[config.mk]
export PLATFORM = sky130hd
export DESIGN_NAME = pci_burst_target
export DESIGN_NICKNAME = d
export VERILOG_FILES = /design/src/rtl/pci_burst_target.sv
export SDC_FILE = /design/constraint.sdc
export NUM_CORES = 1
export LEC_CHECK = 0
export CAP_MARGIN = 20
export CORE_ASPECT_RATIO = 0.7
export CORE_UTILIZATION = 55
export CTS_CLUSTER_DIAMETER = 30
export DETAILED_ROUTE_END_ITERATION = 16
export DONT_BUFFER_PORTS = 1
export PLACE_DENSITY = 0.71
export SLEW_MARGIN = 20
export SYNTH_ARGS = -nofsm -noshare
export SYNTH_HDL_FRONTEND = slang
export SYNTH_SLANG_ARGS = --single-unit
[constraint.sdc]
create_clock -name clk -period 3.15 [get_ports clk]
set_input_delay 0.4725 -clock clk [delete_from_list [all_inputs] [get_ports clk]]
set_output_delay 0.4725 -clock clk [all_outputs]
set_load 0.03 [all_outputs]
[src/rtl/pci_burst_target.sv]
// PCI memory target: ID decode, local word buffer, initial wait states, bursts, disconnect at buffer end.
// Optional address/data parity generation and checking when PCI_TGT_PARITY_EN is defined.
module pci_burst_target #(
    parameter int unsigned ID_W      = 2,
    parameter int unsigned DEV_ID    = 0,
    parameter int unsigned DEPTH     = 8,
    parameter int unsigned INIT_WAIT = 0
) (
    input  logic                   clk,
    input  logic                   rst,
`ifdef PCI_TGT_PARITY_EN
    input  logic                   par_i,
    output logic                   par_o,
    output logic                   par_oe,
    output logic                   perr_n_o,
    output logic                   perr_oe,
`endif
    input  logic [31:0]            ad_i,
    input  logic [3:0]             cbe_n_i,
    input  logic                   frame_n,
    input  logic                   irdy_n,
    output logic [31:0]            ad_o,
    output logic                   ad_oe,
    output logic                   devsel_n_o,
    output logic                   trdy_n_o,
    output logic                   stop_n_o,
    output logic                   ctl_oe,
    output logic                   busy,
    output logic [$clog2(DEPTH):0] xfer_cnt
);

    localparam int unsigned IDX_W  = $clog2(DEPTH);
    localparam int unsigned CNT_W  = IDX_W + 1;
    localparam int unsigned WAIT_W = 4;
    localparam logic [IDX_W-1:0] LAST_IDX   = IDX_W'(DEPTH - 1);
    localparam logic [3:0]       CMD_MEM_RD = 4'b0110;
    localparam logic [3:0]       CMD_MEM_WR = 4'b0111;

    // The claim cycle is the first WAIT cycle; a zero load goes straight to DATA.
    typedef enum logic [2:0] {
        S_IDLE = 3'd0,
        S_SKIP = 3'd1,
        S_WAIT = 3'd2,
        S_DATA = 3'd3,
        S_DISC = 3'd4,
        S_TURN = 3'd5
    } state_t;

    state_t              state_q, state_d;
    logic [WAIT_W-1:0]   wait_q, wait_d;
    logic [IDX_W-1:0]    idx_q, idx_d;
    logic                rd_q, rd_d;
    logic [CNT_W-1:0]    cnt_d;
    logic [31:0]         mem_q [DEPTH];

    logic                hit_c;
    logic                xfer_c;
    logic [WAIT_W-1:0]   load_c;

    logic [31:0]         ad_o_d;
    logic                ad_oe_d, devsel_d, trdy_d, stop_d, ctl_oe_d, claimed_c;

    assign hit_c  = (ad_i[31 -: ID_W] == ID_W'(DEV_ID)) &&
                    ((cbe_n_i == CMD_MEM_RD) || (cbe_n_i == CMD_MEM_WR));
    assign load_c = (cbe_n_i == CMD_MEM_RD) ? WAIT_W'(INIT_WAIT + 1) : WAIT_W'(INIT_WAIT);
    assign xfer_c = (state_q == S_DATA) && !irdy_n && !trdy_n_o;

    // State, context, buffer and output registers
    always_ff @(posedge clk) begin
        if (rst) begin
            state_q    <= S_IDLE;
            wait_q     <= '0;
            idx_q      <= '0;
            rd_q       <= 1'b0;
            xfer_cnt   <= '0;
            ad_o       <= '0;
            ad_oe      <= 1'b0;
            devsel_n_o <= 1'b1;
            trdy_n_o   <= 1'b1;
            stop_n_o   <= 1'b1;
            ctl_oe     <= 1'b0;
            busy       <= 1'b0;
            for (int i = 0; i < int'(DEPTH); i++) begin
                mem_q[i] <= '0;
            end
        end else begin
            state_q    <= state_d;
            wait_q     <= wait_d;
            idx_q      <= idx_d;
            rd_q       <= rd_d;
            xfer_cnt   <= cnt_d;
            ad_o       <= ad_o_d;
            ad_oe      <= ad_oe_d;
            devsel_n_o <= devsel_d;
            trdy_n_o   <= trdy_d;
            stop_n_o   <= stop_d;
            ctl_oe     <= ctl_oe_d;
            busy       <= ctl_oe_d;
            if (xfer_c && !rd_q) begin
                for (int k = 0; k < 4; k++) begin
                    if (!cbe_n_i[k]) begin
                        mem_q[idx_q][8*k +: 8] <= ad_i[8*k +: 8];
                    end
                end
            end
        end
    end

    // Next-state and transaction context
    always_comb begin
        state_d = state_q;
        wait_d  = wait_q;
        idx_d   = idx_q;
        rd_d    = rd_q;
        cnt_d   = xfer_cnt;
        case (state_q)
            S_IDLE: begin
                if (!frame_n) begin
                    if (hit_c) begin
                        rd_d   = (cbe_n_i == CMD_MEM_RD);
                        idx_d  = ad_i[2 +: IDX_W];
                        cnt_d  = '0;
                        wait_d = load_c;
                        state_d = (load_c == '0) ? S_DATA : S_WAIT;
                    end else begin
                        state_d = S_SKIP;
                    end
                end
            end
            S_SKIP: begin
                if (frame_n && irdy_n) state_d = S_IDLE;
            end
            S_WAIT: begin
                wait_d = wait_q - WAIT_W'(1);
                if (wait_q <= WAIT_W'(1)) state_d = S_DATA;
            end
            S_DATA: begin
                if (xfer_c) begin
                    cnt_d = xfer_cnt + CNT_W'(1);
                    if (idx_q != LAST_IDX) idx_d = idx_q + IDX_W'(1);
                    if (frame_n)                    state_d = S_TURN;
                    else if (idx_q == LAST_IDX)     state_d = S_DISC;
                end else if (frame_n) begin
                    state_d = S_TURN;
                end
            end
            S_DISC: begin
                if (frame_n) state_d = S_TURN;
            end
            S_TURN: begin
                state_d = S_IDLE;
            end
            default: begin
                state_d = S_IDLE;
            end
        endcase
    end

    // Next values of the registered bus outputs, decoded from the next state
    always_comb begin
        claimed_c = (state_d == S_WAIT) || (state_d == S_DATA) || (state_d == S_DISC);
        devsel_d  = !claimed_c;
        trdy_d    = (state_d != S_DATA);
        stop_d    = !(((state_d == S_DATA) && (idx_d == LAST_IDX)) || (state_d == S_DISC));
        ctl_oe_d  = claimed_c || (state_d == S_TURN);
        // Reads skip driving AD during the turnaround cycle right after the address phase.
        ad_oe_d   = rd_d && ((state_d == S_DATA) || (state_d == S_DISC) ||
                             ((state_d == S_WAIT) && (wait_d <= WAIT_W'(INIT_WAIT))));
        ad_o_d    = ad_oe_d ? mem_q[idx_d] : 32'h0;
    end

`ifdef PCI_TGT_PARITY_EN
    logic par_chk_q, par_exp_q, perr_pend_q;

    // Read parity trails data by one cycle; write parity error reported two edges after the transfer.
    always_ff @(posedge clk) begin
        if (rst) begin
            par_o       <= 1'b0;
            par_oe      <= 1'b0;
            perr_n_o    <= 1'b1;
            perr_oe     <= 1'b0;
            par_chk_q   <= 1'b0;
            par_exp_q   <= 1'b0;
            perr_pend_q <= 1'b0;
        end else begin
            par_o       <= ^{ad_o, cbe_n_i};
            par_oe      <= ad_oe;
            par_chk_q   <= xfer_c && !rd_q;
            par_exp_q   <= ^{ad_i, cbe_n_i};
            perr_pend_q <= par_chk_q && (par_i != par_exp_q);
            perr_n_o    <= !perr_pend_q;
            perr_oe     <= (ctl_oe_d && !rd_d) || (ctl_oe && !rd_q) || perr_pend_q;
        end
    end
`endif

endmodule

==> impl_metrics.json <==
{
  "place_inst": 1413,
  "dieArea_um2": 25500,
  "drv_cap": 0,
  "post_cts_resized": 0,
  "drt-total-wl_um": 32300,
  "instances_no_fill": 1495,
  "finalSetupViolations": 0,
  "p_int_w": 0.00787,
  "grt_pass1_vias": 8645,
  "placed_cell_area_um2": 14200,
  "remaining_drc_errors": 0,
  "min_period_ns": 2.88,
  "grt_max_degree": 53,
  "tns_ns": 0,
  "yosysTopAreaCellShare_pct": 56.3,
  "root_buffer": "clkbuf_16",
  "drv_slew": 0,
  "cts_made_buffers": 44,
  "portBuffers": 0,
  "arrival_ns": 3.28,
  "seq_power_share_pct": 45.8,
  "max_stage_delay_ns": 0.51,
  "pwr-share-comb_pct": 2.0,
  "outcome": "complete, no violations",
  "grt_pass1_wl_um": 50400,
  "antennaDiodeCount": 0,
  "drt_iter0_markers": 861,
  "hold-worst-slack_ns": 0.0330,
  "dieWidth_um": 190,
  "synth.largest_area_cell": "edfxtp_1",
  "critPathRequiredTime_ns": 3.56,
  "cts_sinks": 308,
  "via_per_inst": 5.88,
  "hold_viol": 0,
  "critical-path-slowest-cell": "o211a_4",
  "place_congestion": 0.804,
  "ir_drop_uv": 346,
  "wire_per_inst_um": 21.6,
  "clock_latency_ns": 0.53,
  "vias": 8791,
  "crit_chain": "ha_1, a211o_1, o21ai_0, o211a_4, buf_12, mux2i_1, a32oi_1, and3_1",
  "ant_nets": 0,
  "critPathKind": "reg -> reg",
  "yosys-top-cells-area": "edfxtp_1 (56%), and2_1 (12%), dfxtp_1 (7.6%), mux2i_1 (4.7%), a32oi_1 (4.0%)",
  "switching_share_pct": 20.7,
  "p_leak_nw": 6.41,
  "p_total_w": 0.00993,
  "synth_cell_type_count": 57,
  "fp-row-count": 47,
  "synth_flop_cell": "edfxtp_1",
  "hp-class": "in -> reg",
  "firstDrtPassIters": 5,
  "met2_length_um": 13800,
  "coreArea_um2": 24000,
  "cp_max_fo": 35,
  "ios": 82,
  "syn_avg_cell_area_um2": 12.4,
  "worstSetupEndpointType": "flip-flop",
  "postCtsHoldBufs": 0,
  "top_layer": "met4",
  "ys_seq_area_share_pct": 63.9,
  "yosys_register_bits": 308,
  "pwr_density_cell_nw_per_um2": 629,
  "area_growth_pct": 15.6,
  "cp-start-kind": "flip-flop",
  "fmax_mhz": 348,
  "async_flop_share_pct": 0,
  "stdcell_area_um2": 15800,
  "cts_setup_buffers": 0,
  "syn_nets": 1143,
  "fin_nets": 1185,
  "tritoncts": "done",
  "track_usage_pct": 26.2,
  "slew_headroom_pct": 32.0,
  "layout-drive-gt1-share_pct": 14.9,
  "antenna_found_initial": 0,
  "cts-htree-levels": 2,
  "synthCells": 1099,
  "post-dp-hpwl_um": 21400,
  "synth_edf_count": 256,
  "syn_area_um2": 13700,
  "yosysWarnings": 0,
  "clk_pin_slew_ns": 0.05,
  "start_util_pct": 56.9,
  "rsz0062_at_grt": "no",
  "p_clk_share_pct": 52.2,
  "grt-ovfl-total": 0,
  "cts_buffer_depth": 3,
  "finalCritPeriodShare_pct": 91.3,
  "m1WireLength_um": 15400,
  "power.net_switching_w": 0.00206,
  "clock_skew_ns": 0.0183,
  "die_height_um": 134,
  "dr_wl_met3_um": 2590,
  "tightest_slew_ns": 1.02
}
-- final timing paths --
kind | start | endpoint | slack, ns | cells past startpoint
worst min register to register | wait_q[1]$_SDFF_PP0_ | wait_q[1]$_SDFF_PP0_ | 0.53 | 2
worst max register to register | idx_q[0]$_SDFF_PP0_ | ad_o[5]$_SDFF_PP0_ | 0.27 | 8
worst max-delay path | idx_q[0]$_SDFF_PP0_ | ad_o[5]$_SDFF_PP0_ | 0.27 | 8
worst min-delay path | rst | busy$_SDFF_PP0_ | 0.03 | 1
-- power by group through the flow --
stage,sequential (W),clock (W),combinational [W]
finish,0.00455,0.00518,0.000202
global route,0.00456,0.00538,0.000222
CTS,0.00455,0.00522,0.000202
detailed placement,0.00463,0,0.000201
global placement,0.00463,0,0.000197
floorplan,0.00462,0,0.000150
-- synth_stat cells, drive strengths merged (2+ instances only) --
cell type / n
or3: 3
and3: 32
xor2: 2
dfxtp: 52
buf: 37
o211ai: 4
nor4: 2
or2: 37
nand3: 4
inv: 6
nor2b: 4
a32oi: 62
nand2: 144
mux2i: 64
ha: 4
a21oi: 5
a31oi: 3
nor3: 10
o21ai: 6
o211a: 2
a2111oi: 3
and2: 259
nand3b: 4
nor2: 53
nand4: 3
clkbuf: 17
nor3b: 3
nor4b: 2
edfxtp: 256
-- cells in the final DEF (no fill, tap or decap), types with 32 or more instances in the layout --
cell,instances
and2_1,258
edfxtp_1,256
nand2_1,144
mux2i_1,64
a32oi_1,62
dfxtp_1,52
nor2_1,49
clkbuf_16,46
buf_4,45
or2_2,36
and3_1,32
-- cells by family (layout without fill, tap and decap cells) --
logic type	count (synthesis)	count (layout)	synth area share [%]
AOI/OAI and AO/OA	96	96	5.83
buffers and inverters	60	138	2.39
xor gates and xnor gates	3	3	0.192
adders and majority gates	4	4	0.366
muxes	64	64	4.69
DFF	308	308	63.9
and+or+nand+nor	564	564	22.6
-- critical path: cells and delay by family (launching register included) --
family,cells,cell delay (ns)
compound gates,4,1.30
flops,1,0.39
buf+inv,1,0.29
fa+ha+maj,1,0.27
mux,1,0.24
simple gates,1,0.24
-- per-layer routing --
metal | vias up | GRT usage, %
li1 | 4046 | -
met1 | 4348 | 40.5
met2 | 339 | 37.7
met3 | 58 | 5.44
met4 | 0 | 6.62
met5 | - | 0
-- through the flow --
step | setup WS (ns) | util (%)
floorplan | 0.885 | -
global placement | 0.364 | 59.2
detailed placement | 0.281 | 59.2
CTS | 0.300 | 65.8
global route | 0.156 | 65.8
finish | 0.275 | 65.8
-- registers in the layout, summed over array words and instances (netlist names), 3 cells and up --
name      flops
ad_o         32
idx_q         3
mem_q       256
state_q       3
wait_q        4
xfer_cnt      4
-- final cells by class --
type	count	area (um2)
clock buffers	50	1180
clock inverters	32	399
fillers	1750	8210
inverters	6	22.5
multi-input cells	731	4630
flip-flops and latches	308	8730
well taps	318	398
repair buffers	50	438
Note: power is estimated with default switching activity, not from simulation.
==> edit, RTL diff (config.mk and constraints unchanged) <==
Set the localparam `WAIT_W` to 6 (it was 4).
--- a/src/rtl/pci_burst_target.sv
+++ b/src/rtl/pci_burst_target.sv
@@ -31,7 +31,7 @@
 
     localparam int unsigned IDX_W  = $clog2(DEPTH);
     localparam int unsigned CNT_W  = IDX_W + 1;
-    localparam int unsigned WAIT_W = 4;
+    localparam int unsigned WAIT_W = 6;
     localparam logic [IDX_W-1:0] LAST_IDX   = IDX_W'(DEPTH - 1);
     localparam logic [3:0]       CMD_MEM_RD = 4'b0110;
     localparam logic [3:0]       CMD_MEM_WR = 4'b0111;
Function: same outputs for any inputs over 4 cycles, from zero or initial values and one cycle with rst high; that may be too few to reach the edited logic, so the function may still have changed.
==> edit against the original RTL <==
  * Sequential cell count up 2
  * Worst hold slack worse by 3.0 ps
  * Critical endpoint is now ad_o[1]
  * Area after synthesis increased by 3.5%
  * Sequential share of layout area decreased by 1.5 points
  * Worst setup slack lost 35 ps
  * Largest power group unchanged
  * Power is 2.7% higher
  * Wire length is 0.34% higher
  * Clock power is 4% higher
  * Combinational power up 24%
  * Final area is 3.2% higher
  * Global-route usage is 0.94 points lower
==> edit: results (changes against the original RTL) <==
The flow ran to the end, and the final reports show no timing, DRC or antenna violations. The met2 layer usage reported by global route is 38.1% (+0.45 points). The via count of the first global-routing pass is 8521 (-1.4%).

The CTS buffer count is 47 (+6.8%). The maximum vdd ir drop is 0.000446 V (+29%). The xor and xnor fraction of the mapped netlist area was 0.310% (+0.12 points). The time the worst path needs with I/O delays and setup is 2910 ps (+35.4 ps). The launching instance or port of the critical path is idx_q[1]. The met1 layer wirelength in the final routing is 14900 um (-3.5%).

By area the synthesized netlist is led by sky130_fd_sc_hd__edfxtp_1, sky130_fd_sc_hd__and2_1, sky130_fd_sc_hd__dfxtp_1. In this run the critical register-to-register path is captured at ad_o[1]. The global-route usage over all layers is 25.2% (-0.94 points). The worst slack on hold paths is 30.0 ps (-2.95 ps).

The global-route met1 utilization is 36.8% (-3.7 points). The met3 wire length is 2500 um (-3.4%). The vias per cell was 5.79 (-1.5%).

The number of instances in the synthesized netlist came out at 1115 (+1.5%). The wire length of the first global-routing pass is 49800 um (-1.1%). The area of placed instances came out at 14600 um2 (+3.1%). The pre-CTS setup slack is 276 ps (-4.88 ps). The first-pass detailed-route iteration total is 6 (+1).

The sum of met2 wire segment lengths after detailed routing was 14500 um (+5.0%). The largest clock skew in the final design came out at 13.9 ps (-4.41 ps). The share of cells above drive strength 1 came out at 18.3% (+3.5 points). The share of synthesized cell area in full adder, half adder and majority cells is 0.354% (-0.012 points). For hold timing, the worst endpoint is state_q[1].

The fraction of synthesized area in multiplexers was 7.89% (+3.2 points). The total wire length after detailed routing was 32400 um (+0.34%). The post-synthesis sequential area ratio is 62.0% (-1.9 points). The number of cells in the design after placement is 1432 (+1.3%). By count the netlist is led by sky130_fd_sc_hd__edfxtp_1, sky130_fd_sc_hd__and2_1, sky130_fd_sc_hd__mux2i_1, sky130_fd_sc_hd__nor2_1, sky130_fd_sc_hd__dfxtp_1.

The count of filler cells inserted in the layout came out at 1862 (+6.4%). The slew of the pin with the lowest slew margin was 709 ps (-309 ps). The compound-gate portion of the synthesized area is 7.55% (+1.7 points). The number of distinct standard cells referenced by the synthesized netlist was 55 (-3.5%).

The final weighted congestion of routability-driven global placement is 0.834 (+3.7%). The number of DRC markers after the initial detailed-route iteration came out at 544 (-37%). The net switching power of the design came to 2.08 mW (+0.88%).
## edit: changes by cell type in the layout (fill, tap and decap cells not counted), sizes merged, moves of 12 or more
cell	delta
nor2	+14
a31o	+14
and3	-31
a32oi	-48
mux2	+34
o211ai	+44
nand4	+12
a21oi	+36
o21ai	+15
nand2	-101
## edit: power by group through the flow
| stage | logic [mW] | clock network (mW) | registers [mW] |
|---|---|---|---|
| 3_5_place_dp | 0.245 | 0 | 4.66 |
| 2_1_floorplan | 0.187 | 0 | 4.64 |
| 5_1_grt | 0.272 | 5.62 | 4.58 |
| 6_report | 0.250 | 5.37 | 4.58 |
| 4_1_cts | 0.251 | 5.43 | 4.58 |
| 3_3_place_gp | 0.241 | 0 | 4.65 |
## edit: critical path, cell delays in order, from the launching register on
cell	delay, ps
sky130_fd_sc_hd__dfxtp_1	380
sky130_fd_sc_hd__ha_1	250
sky130_fd_sc_hd__a211oi_1	330
sky130_fd_sc_hd__and2_1	300
sky130_fd_sc_hd__nor3b_1	90
sky130_fd_sc_hd__a221o_4	540
sky130_fd_sc_hd__nor3_4	560
sky130_fd_sc_hd__a32oi_1	170
sky130_fd_sc_hd__a21oi_1	190
## edit: how the worst max path moves through the flow
stage / endpoint / depth (start not counted)
2_1_floorplan: ad_o[26] / 8
3_3_place_gp: ad_o[1] / 8
3_5_place_dp: ad_o[1] / 7
4_1_cts: ad_o[1] / 8
5_1_grt: ad_o[0] / 8
6_report: ad_o[1] / 8
## edit: cell type report
class | instances | area, um2 | area share [%]
sequential | 310 | 8770 | 53.8
multi-input combinational | 737 | 5010 | 30.8
clock buffer | 51 | 1190 | 7.31
clock inverter | 35 | 444 | 2.73
timing repair buffer | 53 | 438 | 2.69
tap | 325 | 407 | 2.50
inverter | 8 | 30.0 | 0.184
